==> src/rtl/id_branch_unit.sv <==
// Decode-stage branch resolution: operand forwarding, RV32 condition evaluation,
// 2-bit BHT prediction/training, registered mispredict redirect and perf counters.
module id_branch_unit #(
   parameter int XLEN      = 32,
   parameter int BHT_DEPTH = 16,
   parameter int CNT_W     = 32
) (
   input  logic             clk,
   input  logic             rst_n,
   input  logic [XLEN-1:0]  if_pc,
   output logic             if_pred_taken,
   input  logic             id_valid,
   input  logic             id_branch,
   input  logic [XLEN-1:0]  id_pc,
   input  logic [XLEN-1:0]  id_imm,
   input  logic             id_pred_taken,
   input  logic [2:0]       funct3,
   input  logic [XLEN-1:0]  rs1_data,
   input  logic [XLEN-1:0]  rs2_data,
   input  logic [1:0]       rs1_fwd,
   input  logic [1:0]       rs2_fwd,
   input  logic [XLEN-1:0]  ex_result,
   input  logic [XLEN-1:0]  mem_result,
   input  logic [XLEN-1:0]  wb_result,
   input  logic             ex_is_load,
   output logic             stall,
   output logic             redirect_valid,
   output logic [XLEN-1:0]  redirect_pc,
   output logic             illegal_branch,
   output logic [CNT_W-1:0] br_count,
   output logic [CNT_W-1:0] mispred_count
);

   localparam int IDX_W = $clog2(BHT_DEPTH);

   logic [1:0]      bht [BHT_DEPTH];
   logic [IDX_W-1:0] if_idx;
   logic [IDX_W-1:0] id_idx;
   logic [XLEN-1:0] op_a;
   logic [XLEN-1:0] op_b;
   logic [XLEN-1:0] target_pc;
   logic [XLEN-1:0] fall_pc;
   logic            taken;
   logic            legal;
   logic            resolve;
   logic            mispredict;
   logic [1:0]      bht_cur;
   logic [1:0]      bht_next;

   assign if_idx        = IDX_W'(if_pc >> 2);
   assign id_idx        = IDX_W'(id_pc >> 2);
   assign if_pred_taken = bht[if_idx][1];

   always_comb begin
      op_a = rs1_data;
      op_b = rs2_data;
      case (rs1_fwd)
         2'b01:   op_a = ex_result;
         2'b10:   op_a = mem_result;
         2'b11:   op_a = wb_result;
         default: op_a = rs1_data;
      endcase
      case (rs2_fwd)
         2'b01:   op_b = ex_result;
         2'b10:   op_b = mem_result;
         2'b11:   op_b = wb_result;
         default: op_b = rs2_data;
      endcase
   end

   // A load in EX cannot forward yet; a wrong-path instruction never stalls.
   assign stall = id_valid & id_branch & ex_is_load
                & ((rs1_fwd == 2'b01) | (rs2_fwd == 2'b01)) & ~redirect_valid;
   assign resolve    = id_valid & id_branch & ~stall & ~redirect_valid;
   assign legal      = (funct3[2:1] != 2'b01);
   assign target_pc  = id_pc + id_imm;
   assign fall_pc    = id_pc + XLEN'(4);
   assign mispredict = resolve & (taken != id_pred_taken);

   always_comb begin
      taken = 1'b0;
      case (funct3)
         3'b000:  taken = (op_a == op_b);
         3'b001:  taken = (op_a != op_b);
         3'b100:  taken = ($signed(op_a) < $signed(op_b));
         3'b101:  taken = ($signed(op_a) >= $signed(op_b));
         3'b110:  taken = (op_a < op_b);
         3'b111:  taken = (op_a >= op_b);
         default: taken = 1'b0;
      endcase
   end

   always_comb begin
      bht_cur  = bht[id_idx];
      bht_next = bht_cur;
      if (taken) begin
         if (bht_cur != 2'b11) bht_next = bht_cur + 2'd1;
      end else begin
         if (bht_cur != 2'b00) bht_next = bht_cur - 2'd1;
      end
   end

   always_ff @(posedge clk or negedge rst_n) begin
      if (!rst_n) begin
         for (int i = 0; i < BHT_DEPTH; i++) bht[i] <= 2'b01;
      end else if (resolve && legal) begin
         bht[id_idx] <= bht_next;
      end
   end

   always_ff @(posedge clk or negedge rst_n) begin
      if (!rst_n) begin
         redirect_valid <= 1'b0;
         redirect_pc    <= '0;
         illegal_branch <= 1'b0;
         br_count       <= '0;
         mispred_count  <= '0;
      end else begin
         redirect_valid <= mispredict;
         illegal_branch <= resolve & ~legal;
         if (mispredict) redirect_pc <= taken ? target_pc : fall_pc;
         if (resolve && (br_count != '1)) br_count <= br_count + CNT_W'(1);
         if (mispredict && (mispred_count != '1)) mispred_count <= mispred_count + CNT_W'(1);
      end
   end

endmodule

==> config.mk <==
export PLATFORM = sky130hd
export DESIGN_NAME = id_branch_unit
export DESIGN_NICKNAME = d
export VERILOG_FILES = /design/src/rtl/id_branch_unit.sv
export SDC_FILE = /design/constraint.sdc
export NUM_CORES = 1
export LEC_CHECK = 0
export CAP_MARGIN = 20
export CORE_UTILIZATION = 43
export DETAILED_ROUTE_END_ITERATION = 6
export PLACE_DENSITY = 0.79
export SETUP_SLACK_MARGIN = 0.5
export SYNTH_ARGS = -nofsm -noshare
export SYNTH_HDL_FRONTEND = slang
export SYNTH_SLANG_ARGS = --single-unit
==> constraint.sdc <==
create_clock -name clk -period 2.3 [get_ports clk]
set_input_delay 0.23 -clock clk [delete_from_list [all_inputs] [get_ports clk]]
set_output_delay 0.23 -clock clk [all_outputs]
set_load 0.03 [all_outputs]
==> results_dict.tcl <==
set metrics [dict create \
    status "finished, violations left" \
    violations "setup timing" \
    endpoint_kind "register" \
    place_hpwl_mm 32.3 \
    layout_commonest_cell "buf_4" \
    ys_seq_elements 130 \
    power_density_nw_per_um2 584 \
    timing.rr.end "mispred_count[10]$_DFFE_PN0P_" \
    worstMarginPinSlew_ps 608 \
    slowest_delay_ps 540 \
    overflow 0 \
    ir_worst_vdd_v 0.000525 \
    cts_buffers 17 \
    worstRegToRegCells 12 \
    r2r_slack_ps -380 \
    crit_type "in -> reg" \
    htreeDepth 4 \
    ys_warn_count 0 \
    tns_ps -102870 \
    rows 58 \
    wl_per_cell_um 23.6 \
    async_flop_share 1.00 \
    grt_pass1_wl_mm 69.2 \
    r2r_start "mispred_count[4]$_DFFE_PN0P_" \
    synth-main-ff-cell "dfrtp_1" \
    start_kind "input port" \
    insertion_delay_ps 440 \
    max_clock_freq_mhz 280 \
    worstPathArrival_ps 3880 \
    hold_viol 0 \
    clkPwrFrac 0.259 \
    initial_core_util 0.438 \
    grt_max_degree 56 \
    clock-sinks 130 \
    syn_area_per_cell_um2 10.1 \
    design.core.area_um2 25100 \
    crit_buf_inv 7 \
    cp_slowest_cell "or4_4" \
    ys_seq_area_frac 0.298 \
    setup_viol 112 \
    ios 369 \
    vias 12406 \
    fin_nets 2064 \
    intPower_uw 6980 \
    syn_inst 1090 \
    dieWidth_um 162 \
    ant_nets 0 \
    port_buffers 340 \
    firstDrtPassIters 6 \
    drv_cap 0 \
    multi_input_area_um2 8630 \
    slew_headroom 0.591 \
    hold_class "in -> async" \
    die_h_um 162 \
    antenna_found_initial 12 \
    area_growth_pct 76.3 \
    period_share 1.55 \
    fin_area_um2 19400 \
    die_area_um2 26200 \
    fin_ws_ps -1280 \
    wirelength_mm 49.0 \
    grt_pass1_vias 12674 \
    ys_types 87 \
    drive_gt1_frac 0.419 \
    cp.required_ps 2600 \
    pwr-share-comb 0.463 \
    p_leak_uw 0.00904 \
    place_inst 1966 \
    ctsRootBufferMaster "clkbuf_16" \
    path_clk_slew_ps 70 \
    skew_ps 22.9 \
    tritoncts "yes" \
    synth_area_leaders "dfrtp_1 26%, mux4_2 16%, ha_1 7.8%" \
    clock_path_buffers 2 \
    rsz0062_at_grt "yes" \
    swShare 0.384 \
    syn-cell-area_um2 11000 \
    synth_edf_count 0 \
    synthesis.nets 1429 \
    slew_violations 0 \
    p_total_uw 11300 \
    fillCellCount 1533 \
    power_frac_seq 0.279 \
    gr-usage-all-layers 0.343 \
    regArea_um2 3280 \
    synth_top_area_frac 0.259 \
    p_sw_uw 4340 \
    fin_cells 2080 \
    final_cell_mix "254 x buf_4, 184 x clkdlybuf4s50_1, 123 x dlygate4sd2_1" \
    first_iter_violations 1163 \
    routabilityCongestion 0.967 \
    routed_via_density 5.96 \
    path_delay_family "simple AND/OR/NAND/NOR gates" \
    place_area_um2 16800 \
    crit_chain "buf_12 > buf_12 > buf_16 > buf_8 > mux4_2 > ha_4 > a21oi_2 > buf_4 > a21boi_2 > or4_4 > a21oi_4 > o32ai_4 > nor3_2 > buf_4 > o21ai_4 > buf_6 > nor3_4 > xor2_1" \
    drc 0 \
    critPathMaxFanout 7 \
    holdWs_ps 287 \
    synth_top_cell_by_area "dfrtp_1" \
    fin_crit_ps 3580 \
]
worst reg2reg max path, delay by kind of cell, from the launching register on:
kind                   cells  cell delay, ps
AND/OR/NAND/NOR            9            1540
flip-flops                 1             350
XOR/XNOR                   1             300
buffers and inverters      2             380
stage by stage:
stage | setup WS (ps) | util
finish | -1280 | 0.772
detailed placement | -2000 | 0.668
floorplan | -1110 | -
CTS | -1000 | 0.741
global route | -1410 | 0.772
global placement | -1820 | 0.668
area by class of cell:
type,instances,share of cell area
antenna,12,0.00155
clock buffer,19,0.0228
clock inverter,13,0.00890
inverter,61,0.0123
multi-input combinational,859,0.445
sequential,130,0.169
tap,330,0.0213
timing repair buffer,655,0.319
timing repair inverter,1,0.000323
power by group through the flow:
stage / Clock [uW] / Sequential [uW] / Combinational (uW)
after floorplan: 0 / 3600 / 1690
after global placement: 0 / 3040 / 4290
after detailed placement: 0 / 3050 / 4390
after CTS: 2870 / 3040 / 4760
after global routing: 3020 / 3170 / 5500
final: 2930 / 3160 / 5240
timing repair:
action / in CTS / in global routing
hold endpoints to repair: 11 / 0
gates cloned: 7 / 2
setup buffers: 43 / 17
gates resized for setup: 350 / 147
pin swaps: 77 / 65
endpoints found under the setup margin: 166 / 146
hold buffers: 1 / 0
synth_stat cells (all sizes together) (20+ instances only):
cell type    n
nor3        28
xnor2       69
inv         61
mux2        35
xor2        48
nand2      114
nand4       25
ha          69
and3        20
a21oi       65
nand3       42
mux4        79
nor2        74
o21ai       56
clkbuf      22
dfrtp      114
kinds of logic (layout without fill, tap and decap cells):
family                   after synthesis  after routing  synth area share
AO/OA/AOI/OAI                        198            198             0.119
flip-flops                           130            130             0.298
other                                  0             12                 0
adder cells (fa/ha/maj)               72             73            0.0824
AND/OR/NAND/NOR                      355            355             0.167
buffers and inverters                102            749            0.0402
XOR/XNOR                             117            117            0.0932
multiplexers                         116            116             0.201
flip-flops by register name, indices dropped and copies added (netlist names):
name            flops
bht                32
br_count           32
illegal_branch      1
mispred_count      32
redirect_pc        32
redirect_valid      1
per-layer routing:
metal | GRT usage | vias to the layer above | share of wire
li1 | - | 5330 | -
met1 | 0.382 | 6015 | 0.35
met2 | 0.608 | 827 | 0.50
met3 | 0.0666 | 234 | 0.080
met4 | 0.202 | 0 | 0.072
met5 | 0 | - | 0
worst max-delay path by stage:
stage	start	to	slack, ps	cells after the start
2_1_floorplan	rs1_fwd[1]	bht[25]$_DFFE_PN0P_	-1110	13
3_3_place_gp	rs1_fwd[0]	redirect_pc[14]$_DFFE_PN0P_	-1820	17
3_5_place_dp	rs1_fwd[0]	mispred_count[10]$_DFFE_PN0P_	-2000	16
4_1_cts	rs1_fwd[1]	redirect_pc[6]$_DFFE_PN0P_	-1000	18
5_1_grt	rs1_fwd[1]	mispred_count[10]$_DFFE_PN0P_	-1410	18
6_report	rs1_fwd[1]	mispred_count[10]$_DFFE_PN0P_	-1280	18
Power figures use the tool's default switching activity.
